`src/rtl/muldiv_seq.sv`:
```
// muldiv_seq: iterative multiply/divide unit feeding the HI/LO register pair.
// Radix-2 shift-add multiply and restoring divide on operand magnitudes.
// Signed ops are handled by sign-fixing the result after the loop.
// Busy for 35 cycles per op: PREP, 32 x RUN, FIX, then WB.
//
// Ports
//   clk_i, rst_i     : core clock, synchronous active-high reset
//   start_i          : request, sampled only in IDLE
//   op_i             : 00 MULTU, 01 MULT, 10 DIVU, 11 DIV
//   a_i, b_i         : rs / rt operands, latched when start is accepted
//   hilo_req_i       : decode holds an MFHI/MFLO/MTHI/MTLO
//   busy_o           : unit not in IDLE
//   stall_o          : hold the core (busy and a dependent request)
//   hilo_we_o        : one-cycle HI/LO write strobe
//   hi_out_o/lo_out_o: result words, zero outside the write cycle
//   div_by_zero_o    : pulses with hilo_we_o for DIV/DIVU with b=0
module muldiv_seq #(
    parameter int WIDTH = 32,
    parameter int ITER  = 32
) (
    input  logic             clk_i,
    input  logic             rst_i,
    input  logic             start_i,
    input  logic [1:0]       op_i,
    input  logic [WIDTH-1:0] a_i,
    input  logic [WIDTH-1:0] b_i,
    input  logic             hilo_req_i,
    output logic             busy_o,
    output logic             stall_o,
    output logic             hilo_we_o,
    output logic [WIDTH-1:0] hi_out_o,
    output logic [WIDTH-1:0] lo_out_o,
    output logic             div_by_zero_o
);
    localparam int CW = (ITER > 1) ? $clog2(ITER) : 1;

    typedef enum logic [2:0] {S_IDLE, S_PREP, S_RUN, S_FIX, S_WB} state_e;

    state_e             state_q, state_d;
    logic [1:0]         op_q, op_d;
    logic [WIDTH-1:0]   araw_q, araw_d;   // a as latched, needed for the b=0 result
    logic [WIDTH-1:0]   b_q, b_d;
    logic [WIDTH-1:0]   opnd_q, opnd_d;   // |multiplicand| or |divisor|
    logic [2*WIDTH-1:0] acc_q, acc_d;     // {HI, LO} working register
    logic [CW-1:0]      cnt_q, cnt_d;
    logic               neg_lo_q, neg_lo_d; // product / quotient sign
    logic               neg_hi_q, neg_hi_d; // remainder sign
    logic               dz_q, dz_d;

    logic               sgn;
    logic [WIDTH-1:0]   abs_a, abs_b;
    logic [WIDTH:0]     sum;
    logic [WIDTH:0]     upper;
    logic               ge;
    logic [WIDTH-1:0]   diff;
    logic [WIDTH-1:0]   hi_fix, lo_fix;

    always_comb begin
        state_d  = state_q;
        op_d     = op_q;
        araw_d   = araw_q;
        b_d      = b_q;
        opnd_d   = opnd_q;
        acc_d    = acc_q;
        cnt_d    = cnt_q;
        neg_lo_d = neg_lo_q;
        neg_hi_d = neg_hi_q;
        dz_d     = dz_q;

        sgn    = op_q[0];
        abs_a  = (sgn && araw_q[WIDTH-1]) ? -araw_q : araw_q;
        abs_b  = (sgn && b_q[WIDTH-1])    ? -b_q    : b_q;
        sum    = {1'b0, acc_q[2*WIDTH-1:WIDTH]} + {1'b0, opnd_q};
        // Divide: partial remainder shifted left with the next dividend bit.
        upper  = acc_q[2*WIDTH-1:WIDTH-1];
        ge     = (upper >= {1'b0, opnd_q});
        // Remainder after a successful trial subtract always fits WIDTH bits.
        diff   = upper[WIDTH-1:0] - opnd_q;
        hi_fix = neg_hi_q ? -acc_q[2*WIDTH-1:WIDTH] : acc_q[2*WIDTH-1:WIDTH];
        lo_fix = neg_lo_q ? -acc_q[WIDTH-1:0]       : acc_q[WIDTH-1:0];

        unique case (state_q)
            S_IDLE: begin
                if (start_i) begin
                    op_d    = op_i;
                    araw_d  = a_i;
                    b_d     = b_i;
                    state_d = S_PREP;
                end
            end
            S_PREP: begin
                neg_lo_d = sgn & (araw_q[WIDTH-1] ^ b_q[WIDTH-1]);
                neg_hi_d = sgn & araw_q[WIDTH-1];
                dz_d     = op_q[1] & (b_q == '0);
                // Multiplier (mul) or dividend (div) starts in LO, HI clear.
                acc_d    = {{WIDTH{1'b0}}, (op_q[1] ? abs_a : abs_b)};
                opnd_d   = op_q[1] ? abs_b : abs_a;
                cnt_d    = CW'(ITER - 1);
                state_d  = S_RUN;
            end
            S_RUN: begin
                if (!op_q[1]) begin
                    if (acc_q[0]) acc_d = {sum, acc_q[WIDTH-1:1]};
                    else          acc_d = {1'b0, acc_q[2*WIDTH-1:1]};
                end else begin
                    if (ge) acc_d = {diff, acc_q[WIDTH-2:0], 1'b1};
                    else    acc_d = {upper[WIDTH-1:0], acc_q[WIDTH-2:0], 1'b0};
                end
                if (cnt_q == '0) state_d = S_FIX;
                else             cnt_d   = cnt_q - 1'b1;
            end
            S_FIX: begin
                if (dz_q)              acc_d = {araw_q, {WIDTH{1'b1}}};
                else if (!op_q[1])     acc_d = neg_lo_q ? -acc_q : acc_q;
                else                   acc_d = {hi_fix, lo_fix};
                state_d = S_WB;
            end
            S_WB:    state_d = S_IDLE;
            default: state_d = S_IDLE;
        endcase
    end

    always_ff @(posedge clk_i) begin
        if (rst_i) begin
            state_q  <= S_IDLE;
            op_q     <= '0;
            araw_q   <= '0;
            b_q      <= '0;
            opnd_q   <= '0;
            acc_q    <= '0;
            cnt_q    <= '0;
            neg_lo_q <= 1'b0;
            neg_hi_q <= 1'b0;
            dz_q     <= 1'b0;
        end else begin
            state_q  <= state_d;
            op_q     <= op_d;
            araw_q   <= araw_d;
            b_q      <= b_d;
            opnd_q   <= opnd_d;
            acc_q    <= acc_d;
            cnt_q    <= cnt_d;
            neg_lo_q <= neg_lo_d;
            neg_hi_q <= neg_hi_d;
            dz_q     <= dz_d;
        end
    end

    assign busy_o        = (state_q != S_IDLE);
    // No bypass: a HI/LO access during the WB cycle is held as well.
    assign stall_o       = busy_o & (hilo_req_i | start_i);
    assign hilo_we_o     = (state_q == S_WB);
    assign hi_out_o      = hilo_we_o ? acc_q[2*WIDTH-1:WIDTH] : '0;
    assign lo_out_o      = hilo_we_o ? acc_q[WIDTH-1:0]       : '0;
    assign div_by_zero_o = hilo_we_o & dz_q;
endmodule

```
`config.mk`:
```
export PLATFORM = sky130hd
export DESIGN_NAME = muldiv_seq
export DESIGN_NICKNAME = d
export VERILOG_FILES = /design/src/rtl/muldiv_seq.sv
export SDC_FILE = /design/constraint.sdc
export NUM_CORES = 1
export LEC_CHECK = 0
export ABC_AREA = 1
export BUFFER_PORTS_ARGS = -buffer_cell sky130_fd_sc_hd__clkbuf_2
export CORE_MARGIN = 2
export CORE_UTILIZATION = 40
export DETAILED_ROUTE_END_ITERATION = 6
export PLACE_DENSITY_LB_ADDON = 0.3
export REMOVE_ABC_BUFFERS = 1
export SETUP_SLACK_MARGIN = 0.2
export SYNTH_ARGS = -nofsm -noshare
export SYNTH_HDL_FRONTEND = slang
export SYNTH_SLANG_ARGS = --single-unit
```
`constraint.sdc`:
```
create_clock -name clk_i -period 2.7 [get_ports clk_i]
set_input_delay 0.405 -clock clk_i [delete_from_list [all_inputs] [get_ports clk_i]]
set_output_delay 0.405 -clock clk_i [all_outputs]
set_load 0.01 [all_outputs]
```
# Yosys cells after proc, flatten, opt, wreduce, memory -nomap -nowiden
# Cells that the tools add are included.
word_totals:
  ff_bits: 173
  inputBits: 70
  out_inout_bits: 68
  wordCells: 70
op_classes:
  addsub: 8
  n_lt_le_gt_ge: 1
  n_eq_ne: 10
  mux: 20
  bitwise: 7
  reduce_logical: 13
op_table:
  columns: ["cell", "n"]
  rows:
  - ["$mux W64", 6]
  - ["$mux W32", 8]
  - ["$pmux W64 S3", 1]
  - ["$neg A32 Y32", 4]
  - ["$neg A64 Y64", 1]
  - ["$add A32 B32 Y33", 1]
  - ["$ge A33 B32 Y1", 1]
  - ["$logic_not A32 Y1", 1]
  - ["$sub A32 B32 Y32", 1]
  - ["$pmux W3 S4", 1]
  - ["$pmux W5 S2", 1]
  - ["$ne A4 B4 Y1 const B", 2]
  - ["$reduce_and A2 Y1", 4]
  - ["$eq A3 B2 Y1 const B", 2]
  - ["$mux W3", 2]
  - ["$ne A2 B2 Y1 const B", 3]
  - ["$reduce_bool A3 Y1", 2]
  - ["$and A1 B1 Y1", 5]
  - ["$logic_not A5 Y1", 1]
  - ["$mux W5", 1]
  - ["$sub A5 B1 Y5 const B", 1]
  - ["$eq A3 B1 Y1 const B", 1]
  - ["$eq A3 B3 Y1 const B", 1]
  - ["$logic_not A3 Y1", 1]
  - ["other kinds (6)", 7]

# Longest topological paths before layout
# Gate-level depths: netlist (run 1).
depth:
  word_depth: 5
  depth_mapped: 19
  ltp_nobuf: 19

# Worst setup path after synthesis (run 1)
# OpenSTA, ideal clock, no wires.
synth_timing:
  path_kind: "reg-to-reg"
  startpoint: "reg acc_q[0]"
  endpoint: "reg acc_q[58]"
  arrival_time_ns: 2.251
  required_ns: 2.581
  path_slack_ns: 0.329
  path_stages_with_launch: 16
  path_buffers: 2
  synth_period_minus_slack_ns: 2.371
  cell_sequence: "dfxtp_1 > buf_2 > inv_2 > clkbuf_1 > ha_1 > nand3_1 > nor2_2 > nand2_1 > nor2_1 > nand3_1 > nand2_1 > nand2_1 > nand2_1 > nand2_1 > a21oi_1 > a21oi_1"
synth_between:
  elab_chain_len: 5
synth_lines:
  columns: ["element", "line", "text"]
  rows:
  - ["from (decl)", "44", "logic [2*WIDTH-1:0] acc_q, acc_d;"]
  - ["from (signal assigned)", "130", "acc_q <= '0;"]
  - ["from (signal assigned)", "141", "acc_q <= acc_d;"]
  - ["$neg A64 Y64", "114", "else if (!op_q[1]) acc_d = neg_lo_q ? -acc_q : acc_q;"]
  - ["$mux W64 (2 in series)", "114", null]
  - ["$mux W64", "113", "if (dz_q) acc_d = {araw_q, {WIDTH{1'b1}}};"]
  - ["$pmux W64 S3 (*)", "82", "unique case (state_q)"]
# Every way passes the cells marked *; elsewhere a longest branch is shown, timed or not. The select of a mux whose other input is x is not followed.
# A chain may end at the register's enable or synchronous reset.

# Final worst setup path (run 1)
layout_timing:
  startpoint: "reg b_q[0]"
  endpoint: "reg opnd_q[28]"
layout_between:
  elab_chain_len: 3
layout_lines:
  columns: ["element", "line", "text"]
  rows:
  - ["from (decl)", "42", "logic [WIDTH-1:0] b_q, b_d;"]
  - ["from (signal assigned)", "128", "b_q <= '0;"]
  - ["from (signal assigned)", "139", "b_q <= b_d;"]
  - ["$neg A32 Y32", "72", "abs_b = (sgn && b_q[WIDTH-1]) ? -b_q : b_q;"]
  - ["$mux W32", "72", null]
  - ["$mux W32", "97", "opnd_d = op_q[1] ? abs_b : abs_a;"]
  - ["to (signal assigned)", "140", "opnd_q <= opnd_d;"]
  - ["to (decl)", "43", "logic [WIDTH-1:0] opnd_q, opnd_d;"]
# No other way between the ends.

==> flow_summary.ini, run 1 <==
[outcome]
status = finished, violations left
violations = design-rule violations

[layout]
fin_nets = 3692
diodes = 0
n_fill_cell = 5090
fin_util_pct = 48.46
drive_gt1_share_pct = 14.59
syn_to_final_growth_pct = 19.13
final_cells = 4163

[yosys]
synth_seq_cells = 173
yosysWarnings = 0
avgSynthCellArea_um2 = 5.475
async_reset_ff_share_pct = 0
synth_cells = 3379
synth_edf_count = 0
synth_most_common_cell = nand2_1
ys_types = 48
synth_area_leaders = nand2_1, dfxtp_1, a21oi_1
ys.flop_type = dfxtp_1
synth_top_cell_area_share_pct = 18.77
seq_area_frac_synth_pct = 18.72
yosysTopAreaCell = nand2_1
synth_area_um2 = 18500
ys_top_cells_by_count = nand2_1, nor2_1, inv_1, a21oi_1, nand3_1

[timing]
holdWs_ns = 0.2046
hold_viol_final = 0
max_freq_mhz = 406.2
finClkSkew_ns = 0.01428
report.final.slew_viol_count = 0
tightest_slew_ns = 0.6643
setup_slack_ns = 0.2379
period_needed_ns = 2.462
setup_viol = 0
rsz0062_at_grt = yes
worst_slew_margin_rel_pct = 55.52
period_share_pct = 91.19

[grt]
grt_pass1_vias = 21480
antenna_found_initial = 1
gr-total-overflow = 0
grt_max_degree = 122
grt_pass1_wl_mm = 126.4
grtUsageTotal_pct = 35.02

[cts]
worst_skew_pair.late_latency_ns = 0.48
htree_levels = 4
path_clk_slew_ns = 0.08
clockBufferDepth = 2
cts_sinks = 173
tritoncts = done
root_buffer = clkbuf_16
holdBufCountCts = 0
cts_buffers = 17

[floorplan]
rows = 78
top_level_ports = 138
die_h_um = 219.1
start_util_pct = 40.68
dieArea_um2 = 47990
coreArea_um2 = 45480
die_w_um = 219.1

[hold_path]
hp-class = primary input to flip-flop

[critical_path]
end_kind = flip-flop
cp.required_ns = 3.07
cp-start-kind = flip-flop
crit_arrival_ns = 2.83
cp_max_fo = 5
crit_type = flip-flop to flip-flop

[place]
place.port_buffers = 137
place_congestion = 1.036
dp_hpwl_mm = 67.68
dpl.cell_count = 4120
pre_cts_ws_ns = -0.1379

[routing]
drc = 3
dr.pass1.iters = 7
via_per_inst = 5.629
wire_per_inst_um = 20.74
first_iter_violations = 2640
ant_nets = 0
num_vias = 23435
routed_wl_mm = 86.32

[pwr]
leakage_nw = 10.37
p_per_area_nw_per_um2 = 1076
peakVddDrop_v = 0.0006564

[run]
maxCapViolations = 0
-- routing by layer --
| metal | GRT usage [%] | vias to the layer above | part of all wire, % | routed length, um |
|---|---|---|---|---|
| li1 | - | 11336 | - | - |
| met1 | 44.98 | 10673 | 41 | 35350 |
| met2 | 56.26 | 1186 | 45 | 38440 |
| met3 | 5.461 | 238 | 8.5 | 7375 |
| met4 | 18.81 | 2 | 6.0 | 5143 |
| met5 | 0 | - | 0.015 | 13 |
-- worst paths after layout --
check | cells past startpoint | start | end | slack, ns
max | 11 | b_q[0] | opnd_q[28] | 0.24
min | 3 | b_i[17] | b_q[17] | 0.20
max reg2reg | 11 | b_q[0] | opnd_q[28] | 0.24
min reg2reg | 2 | neg_hi_q | neg_hi_q | 0.47
-- power by group --
| group | switching, mW | total, mW | internal (mW) |
|---|---|---|---|
| clock | 1.34 | 2.57 | 1.23 |
| sequential | 0.706 | 3.86 | 3.15 |
| combinational | 11.6 | 17.3 | 5.65 |
| total | 13.7 | 23.7 | 10.0 |
-- layout by cell type, fill, tap and decap left out, types with 6 or more instances in the layout --
master	count
or2_2	7
nand4_1	33
nor2_2	32
nor3_1	25
o21ai_1	19
nor2_1	397
clkbuf_2	137
o21bai_1	14
o21ai_0	218
nand3_2	7
inv_2	11
clkbuf_16	17
dfxtp_2	26
dfxtp_1	144
nand2_2	24
nand3_1	334
inv_1	382
buf_4	143
xor2_1	92
nand2_1	901
a31oi_1	12
nand2_4	6
buf_12	10
ha_4	29
nand3b_1	18
inv_8	7
ha_1	36
a21oi_2	13
a221oi_1	6
o211ai_1	34
a21oi_1	347
nor2_4	10
-- metrics by stage --
stage / TNS [ns] / area (um^2) / power (mW)
finish: 0 / 22040 / 23.71
global placement: -0.1113 / 20600 / 19.55
global route: 0 / 22040 / 25.18
detailed placement: -0.1379 / 20600 / 19.44
CTS: 0 / 21250 / 22.14
floorplan: -395.82 / 17920 / 13.30
-- sequential cells by signal, summed over array words and instances, names as in the netlist --
name / cells
acc_q: 64
araw_q: 32
b_q: 32
opnd_q: 32
cnt_q: 5
state_q: 3
op_q: 2
dz_q: 1
neg_hi_q: 1
neg_lo_q: 1
-- what timing repair did --
item | CTS | global route
gates cloned | 0 | 1
setup buffers | 0 | 10
pin swaps | 0 | 7
setup endpoints to repair | 73 | 69
gates resized for setup | 21 | 168
-- cell families after synthesis --
logic type,after synthesis,share of synthesized area [%]
and+or+nand+nor,1815,40.90
xor gates and xnor gates,98,4.640
DFF,173,18.72
AOI/OAI and AO/OA,679,19.53
buffers and inverters,542,11.27
adders and majority gates,72,4.951
-- final cells by class --
class | count | area [um^2] | area share (%)
tap | 600 | 750.7 | 3.406
clock inverter | 15 | 145.1 | 0.6585
timing repair inverter | 1 | 6.256 | 0.02838
inverter | 400 | 1519 | 6.892
multi-input combinational | 2664 | 13690 | 62.13
sequential | 173 | 3507 | 15.91
clock buffer | 17 | 425.4 | 1.930
timing repair buffer | 293 | 1993 | 9.043
-- critical path: stages (launching register included) --
cell and delay (ns):
dfxtp_1 0.37, inv_1 0.12, ha_1 0.22, nand3_1 0.13
buf_4 0.18, nor3_2 0.31, nand4_1 0.14, nand2_1 0.09
nand2_1 0.06, o211ai_1 0.12, nand3_1 0.26, a21oi_1 0.36
No activity file was read; power rests on OpenSTA's default activity.
==> inputs of run 2 (changes only) <==
- BUFFER_PORTS_ARGS: -buffer_cell sky130_fd_sc_hd__clkbuf_2 -> -buffer_cell sky130_fd_sc_hd__buf_2
- MAX_ROUTING_LAYER: not set -> met4
==> flow_summary.ini, run 2 (synthesis gave the netlist of run 1 again) <==
[outcome]
status = finished, final reports clean

[cts]
clockBufferDepth = 2
cts_sinks = 173
tritoncts = done
path_clk_slew_ns = 0.08
holdBufCountCts = 0
root_buffer = clkbuf_16
cts_buffers = 17
htree_levels = 4
worst_skew_pair.late_latency_ns = 0.52

[timing]
worst_slew_margin_rel_pct = 43.76
period_needed_ns = 2.473
setup_viol = 0
finClkSkew_ns = 0.01689
period_share_pct = 91.60
fin_setup_tns_ns = 0
rsz0062_at_grt = yes
tightest_slew_ns = 0.8437
max_freq_mhz = 404.3
report.final.slew_viol_count = 0
hold_viol_final = 0

[place]
place_congestion = 1.032
dp_hpwl_mm = 69.00
place.port_buffers = 137

[routing]
dr.pass1.iters = 7
ant_nets = 0
first_iter_violations = 2630
num_vias = 23455
wire_per_inst_um = 20.88
via_per_inst = 5.586
drc = 0
routed_wl_mm = 87.68

[floorplan]
start_util_pct = 40.68
die_h_um = 219.1
dieArea_um2 = 47990
top_level_ports = 138
coreArea_um2 = 45480
rows = 78
die_w_um = 219.1

[layout]
largest_register_ffs = 64
diodes = 0
drive_gt1_share_pct = 16.78
largest-register = acc_q
final_common_cell = nand2_1
syn_to_final_growth_pct = 21.48
final_cell_mix = nand2_1, nor2_1, inv_1
fin_nets = 3729

[hold_path]
hp-class = primary input to flip-flop
min_path_cells = 3

[grt]
grt_pass1_wl_mm = 127.7
gr-total-overflow = 0
grt_max_degree = 102
grtUsageTotal_pct = 36.79
grt_pass1_vias = 21440
antenna_found_initial = 0

[critical_path]
cp_max_fo = 7
crit_arrival_ns = 2.92
rr_worst_depth = 15
cp-start-kind = flip-flop
end_kind = flip-flop
cp.required_ns = 3.14
crit_type = flip-flop to flip-flop

[pwr]
peakVddDrop_v = 0.0006150
leakage_nw = 10.63
p_per_area_nw_per_um2 = 1081
power.total_mw = 24.30

[run]
maxCapViolations = 0
run 2: stage by stage:
stage	hold WS [ns]	std cells	utilization (%)	worst slack, ns	cell area [um^2]
floorplan	0.4356	3237	-	-4.458	17920
global placement	0.4563	4142	45.52	-0.1934	20700
detailed placement	0.4585	4142	45.52	-0.1617	20700
CTS	0.1456	4173	47.03	0.1658	21390
global route	0.1617	4199	49.42	0.1021	22470
finish	0.1675	4199	49.42	0.2268	22470
run 2: what timing repair did:
action	CTS	global route
pin swaps	2	30
gates cloned	0	1
setup endpoints to repair	64	44
setup buffers	0	25
resized for setup	29	236
run 2: worst max-delay path: stages (launching register included):
cell and delay, ns:
dfxtp_4 0.43, ha_4 0.20, fa_1 0.21, nand2_1 0.09, nand2_1 0.09, and2_1 0.20, nand2_1 0.07, nand2_1 0.12
nand2_2 0.10, nand2_2 0.13, nand3_1 0.08, nand2_1 0.11, nand2_1 0.06, a21oi_1 0.27, nand2_1 0.09, a21oi_1 0.14
run 2: path summary, 6_finish.rpt:
path / end / startpoint / slack (ns)
worst min register to register: neg_hi_q / neg_hi_q / 0.47
worst max register to register: acc_q[63] / acc_q[32] / 0.23
worst min-delay path: b_q[20] / b_i[20] / 0.17
worst max-delay path: acc_q[63] / acc_q[32] / 0.23
run 2: layout make-up:
class / count / area (um^2)
sequential: 173 / 3552
timing repair buffer: 330 / 2216
multi-input combinational: 2664 / 13840
fill: 5066 / 23000
timing repair inverter: 1 / 5.005
inverter: 400 / 1540
clock buffer: 21 / 460.4
clock inverter: 10 / 107.6
tap: 600 / 750.7
run 2: where the power goes:
group,internal (mW),switching (mW)
clock,1.33,1.28
sequential,3.18,0.695
combinational,5.98,11.8
run 2: routing by layer:
layer / global-route usage [%] / vias to the layer above / wire (um)
li1: - / 11411 / -
met1: 45.79 / 10715 / 36270
met2: 58.27 / 1133 / 39920
met3: 4.588 / 196 / 6645
met4: 19.35 / 0 / 4850
met5: - / - / 0
